==> config.mk <==
export PLATFORM = sky130hd
export DESIGN_NAME = seg_scan_ctrl
export DESIGN_NICKNAME = d
export VERILOG_FILES = /design/src/rtl/seg_scan_ctrl.sv
export SDC_FILE = /design/constraint.sdc
export NUM_CORES = 1
export LEC_CHECK = 0
export BUFFER_PORTS_ARGS = -buffer_cell sky130_fd_sc_hd__buf_2
export CORE_MARGIN = 2
export CORE_UTILIZATION = 55
export CTS_CLUSTER_SIZE = 40
export DETAILED_ROUTE_END_ITERATION = 6
export PLACE_DENSITY = 0.73
export SLEW_MARGIN = 0
export SYNTH_ARGS = -nofsm -noshare
export SYNTH_HDL_FRONTEND = slang
export SYNTH_SLANG_ARGS = --single-unit
==> constraint.sdc <==
create_clock -name clk -period 2.45 [get_ports clk]
set_input_delay 0.245 -clock clk [delete_from_list [all_inputs] [get_ports clk]]
set_output_delay 0.245 -clock clk [all_outputs]
set_load 0.005 [all_outputs]
==> src/rtl/seg_scan_ctrl.sv <==
// Scan controller that time-shares one dec7seg decoder across DIGITS common-anode digits,
// with double-buffered digit values committed only at frame boundaries.
module seg_scan_ctrl #(
   parameter int DIGITS       = 4,
   parameter int BLANK_CYCLES = 2,
   parameter int SHOW_CYCLES  = 8
) (
   input  logic                      clk,
   input  logic                      rst_n,
   input  logic                      wr_en,
   input  logic [$clog2(DIGITS)-1:0] wr_addr,
   input  logic [3:0]                wr_data,
   input  logic                      commit,
   input  logic [DIGITS-1:0]         dig_en,
   output logic [3:0]                x,
   output logic [DIGITS-1:0]         an,
   output logic [$clog2(DIGITS)-1:0] digit_idx,
   output logic                      frame_done,
   output logic                      commit_pend
);

   localparam int MAXC = (BLANK_CYCLES > SHOW_CYCLES) ? BLANK_CYCLES : SHOW_CYCLES;
   localparam int CW   = ($clog2(MAXC) < 1) ? 1 : $clog2(MAXC);
   localparam int IW   = $clog2(DIGITS);

   typedef enum logic {BLANK, SHOW} state_t;

   state_t            state;
   state_t            nxt_state;
   logic [CW-1:0]     cnt;
   logic [CW-1:0]     nxt_cnt;
   logic [IW-1:0]     nxt_idx;
   logic              en_lat;
   logic              nxt_en;
   logic [3:0]        shadow     [DIGITS];
   logic [3:0]        active     [DIGITS];
   logic [3:0]        shadow_nxt [DIGITS];
   logic [3:0]        active_nxt [DIGITS];
   logic              do_copy;
   logic [DIGITS-1:0] nxt_an;
   logic [3:0]        nxt_x;
   logic              nxt_fd;

   // Shadow view including this cycle's write, so a write coinciding with the boundary copy is kept.
   always_comb begin
      shadow_nxt = shadow;
      if (wr_en && (int'(wr_addr) < DIGITS)) begin
         shadow_nxt[wr_addr] = wr_data;
      end
   end

   // frame_done is high exactly on the boundary cycle, so it doubles as the copy window.
   assign do_copy = frame_done && (commit_pend || commit);

   always_comb begin
      active_nxt = active;
      if (do_copy) begin
         active_nxt = shadow_nxt;
      end
   end

   always_comb begin
      nxt_state = state;
      nxt_cnt   = cnt + CW'(1);
      nxt_idx   = digit_idx;
      nxt_en    = en_lat;
      case (state)
         BLANK: begin
            if (cnt == CW'(BLANK_CYCLES - 1)) begin
               nxt_state = SHOW;
               nxt_cnt   = '0;
               nxt_en    = dig_en[digit_idx];
            end
         end
         SHOW: begin
            if (cnt == CW'(SHOW_CYCLES - 1)) begin
               nxt_state = BLANK;
               nxt_cnt   = '0;
               nxt_idx   = (digit_idx == IW'(DIGITS - 1)) ? '0 : digit_idx + IW'(1);
            end
         end
         default: begin
            nxt_state = BLANK;
            nxt_cnt   = '0;
         end
      endcase
   end

   // Outputs are derived from the next state so the registered values line up with the state they describe.
   always_comb begin
      nxt_an = '1;
      if (nxt_state == SHOW) begin
         nxt_an[nxt_idx] = ~nxt_en;
      end
      nxt_x = x;
      if ((state == SHOW) && (nxt_state == BLANK)) begin
         nxt_x = active_nxt[nxt_idx];
      end
      nxt_fd = (nxt_state == SHOW) && (nxt_cnt == CW'(SHOW_CYCLES - 1)) &&
               (nxt_idx == IW'(DIGITS - 1));
   end

   always_ff @(posedge clk or negedge rst_n) begin
      if (!rst_n) begin
         state       <= BLANK;
         cnt         <= '0;
         digit_idx   <= '0;
         en_lat      <= 1'b0;
         an          <= '1;
         x           <= '0;
         frame_done  <= 1'b0;
         commit_pend <= 1'b0;
         shadow      <= '{default: '0};
         active      <= '{default: '0};
      end else begin
         state      <= nxt_state;
         cnt        <= nxt_cnt;
         digit_idx  <= nxt_idx;
         en_lat     <= nxt_en;
         an         <= nxt_an;
         x          <= nxt_x;
         frame_done <= nxt_fd;
         shadow     <= shadow_nxt;
         active     <= active_nxt;
         if (frame_done) begin
            commit_pend <= 1'b0;
         end else if (commit) begin
            commit_pend <= 1'b1;
         end
      end
   end

endmodule
==> results.py <==
metrics = {
    "yosys": {
        "yosysUniqueCellTypes": 38,
        "synth_top_family_by_area": "compound AO/OA/AOI/OAI gates",
        "synth_area_sq_um": 2180,
        "avgSynthCellArea_sq_um": 11.5,
        "synthCells": 190,
        "syn-num-nets": 209,
        "synth-simple-area-share": 0.115,
        "ys_seq_area_frac": 0.565,
        "synth_compound_area_frac": 0.149,
        "synth.mux.area_fraction": 0.102,
        "ys.warnings.count": 0,
        "synth_area_leader_cell": "dfrtp_1",
        "synth-xor-area-share": 0,
        "ys_seq_elements": 49,
        "synth_top_area_frac": 0.517,
        "synth_edf_count": 0,
        "synth.top_cells.by_area": "dfrtp_1 52%, mux2_4 5.5%, dfstp_2 4.8%",
        "synthAdderAreaFrac": 0.0287,
        "ys.flop_type": "dfrtp_1",
        "synthArstFlopShare": 1.00,
    },
    "placed_design": {
        "post-place-cells": 260,
        "portBuffers": 25,
        "hpwl_microns": 3340,
        "gp_congestion": 0.792,
    },
    "critical_path": {
        "end_kind": "flop",
        "cp_common_cell": "ha_1",
        "arrival_ns": 2.45,
        "critPathKind": "reg2reg",
        "reg2reg_to": "x[2]",
        "r2r_setup_slack_ns": 0.17,
        "cp_cell_sequence": "ha_1 -> ha_1 -> nand2_1 -> o31a_1 -> a311oi_1 -> a2111oi_2 -> a21oi_1",
        "cp-start-kind": "flop",
        "reg2regPathDepth": 7,
        "worstPathRequired_ns": 2.62,
        "max_stage_delay_ns": 0.42,
        "critPathSlowestCell": "dfrtp_1",
        "r2r-start": "cnt[0]",
        "worstPathMaxFanout": 7,
    },
    "sta": {
        "setup_viol": 0,
        "drv_slew": 0,
        "relSlewSlack": 0.414,
        "fin_crit_ns": 2.28,
        "finClkSkew_ns": 0.00928,
        "hold_viol": 0,
        "fin_crit_sh": 0.931,
        "setup_tns_ns": 0,
        "max_freq_mhz": 439,
        "tightestPinTransition_ns": 0.879,
    },
    "finish": {
        "most-common-layout-cells": "45 x dfrtp_1, 25 x buf_2, 19 x nor2_1",
        "fill_cells": 294,
        "layout_commonest_cell": "dfrtp_1",
        "drive_gt1_frac": 0.258,
        "diodes": 0,
        "multi_input_area_sq_um": 898,
        "finalNetCount": 239,
        "synthToLayoutAreaGrowth_pct": 17.0,
        "seqCellArea_sq_um": 1230,
        "final-instance-count-excl-fill": 269,
    },
    "min_path": {
        "hp-start": "commit",
        "whs_path_depth": 3,
        "worstHoldEndpoint": "commit_pend",
        "hold_class": "in2reg",
    },
    "routing": {
        "via_per_inst": 5.81,
        "first_pass_iters": 4,
        "antenna_left": 0,
        "wl_per_cell_microns": 17.2,
        "drtIter0Drc": 134,
        "finalWirelength_microns": 4630,
        "vias": 1564,
        "route.detailed.drc": 0,
    },
    "status": {
        "status": "finished clean",
    },
    "clocking": {
        "cts_sinks": 49,
        "cts_buffer_depth": 2,
        "cts_tree": "built",
        "cts_root_buf": "clkbuf_8",
        "post-cts-setup-buffers": 0,
        "clkTransAtPathRegs_ns": 0.09,
        "cts_buffers": 5,
        "cts-htree-levels": 2,
        "insertion_delay_ns": 0.30,
    },
    "floorplanning": {
        "die_h_microns": 66.9,
        "die_width_microns": 66.9,
        "start_util": 0.582,
        "io_pins": 26,
        "die-area_sq_um": 4480,
        "core_sq_um": 3740,
        "rows": 22,
    },
    "run": {
        "cap_violations": 0,
    },
    "global_routing": {
        "groute.usage.overall": 0.238,
        "grt_pass1_vias": 1583,
        "grt_max_degree": 33,
        "grt-ovfl-total": 0,
        "grt_pass1_wl_microns": 7620,
        "antenna_found_initial": 0,
    },
    "power_and_ir_drop": {
        "cellPowerDensity_nw_per_um2": 725,
        "ir_worst_vdd_mv": 0.465,
        "leakagePower_nw": 1.23,
    },
}
## repair_timing
action,4_1_cts,5_1_grt
endpoints found under the setup margin,0,4
hold buffers,1,0
gates resized for setup,0,5
hold endpoints to repair,17,0
## critical path, delay by kind of cell (launching register included)
kind | cells | cell delay, ns
adder cells (fa/ha/maj) | 2 | 0.50
flip-flops | 1 | 0.42
AND/OR/NAND/NOR | 1 | 0.21
AO/OA/AOI/OAI | 4 | 1.01
## power breakdown
part	internal, W	switching, W
Combinational	0.000105	0.000130
Clock	0.000405	0.000258
Sequential	0.000916	0.0000333
## through the flow
stage	power [W]	hold WS, ns	setup slack (ns)	area [sq um]	util
final	0.00185	0.191	0.170	2550	0.681
after global routing	0.00193	0.206	-0.00791	2550	0.681
after CTS	0.00185	0.204	0.00994	2510	0.670
after detailed placement	0.00120	0.197	0.0528	2370	0.632
after global placement	0.00118	0.181	0.212	2370	0.632
after floorplan	0.00111	-0.0506	0.441	2180	-
## cells by family (layout without fill, tap and decap cells)
kind of cell	Yosys count	after routing
AO/OA/AOI/OAI	47	47
adder cells (fa/ha/maj)	5	5
buffers and inverters	22	53
flip-flops	49	49
multiplexers	17	17
AND/OR/NAND/NOR	50	50
## layer usage
layer  track usage  wire (microns)
met1         0.293            1980
met2         0.414            2390
met3        0.0422             140
met4        0.0944             125
met5             0               0
## cell type report
class | instances | area share
clock buffer | 5 | 0.0270
clock inverter | 3 | 0.0255
inverter | 14 | 0.0206
multi-input combinational | 119 | 0.352
sequential | 49 | 0.483
tap | 48 | 0.0236
timing repair buffer | 31 | 0.0677
## cell usage after synthesis, types with 2 or more instances
library cell	number
nand2b_1	3
nor2_1	19
mux2i_1	8
clkbuf_1	6
a311oi_1	4
mux2_4	8
dfstp_2	4
nor3_1	2
a2111oi_1	4
a211oi_1	8
ha_1	5
o21ai_0	5
dfrtp_1	45
a21oi_1	13
nand2_1	15
a31oi_1	4
nor3b_1	3
inv_1	14
## how the worst max path moves through the flow
| stage | start | end | slack [ns] | depth (start not counted) |
|---|---|---|---|---|
| floorplan | cnt[0] | x[0] | 0.44 | 7 |
| global placement | cnt[0] | x[0] | 0.21 | 7 |
| detailed placement | cnt[0] | x[3] | 0.05 | 7 |
| CTS | cnt[0] | x[2] | 0.01 | 7 |
| global route | cnt[0] | x[3] | -0.008 | 7 |
| finish | cnt[0] | x[2] | 0.17 | 7 |
## flip-flops by register name (all words and copies together) (netlist names)
signal and count:
commit_pend 1, frame_done 1, state 1, shadow 16, digit_idx 2, en_lat 1, x 4, active 16
an 4, cnt 3
No activity file was read; power rests on OpenSTA's default activity.
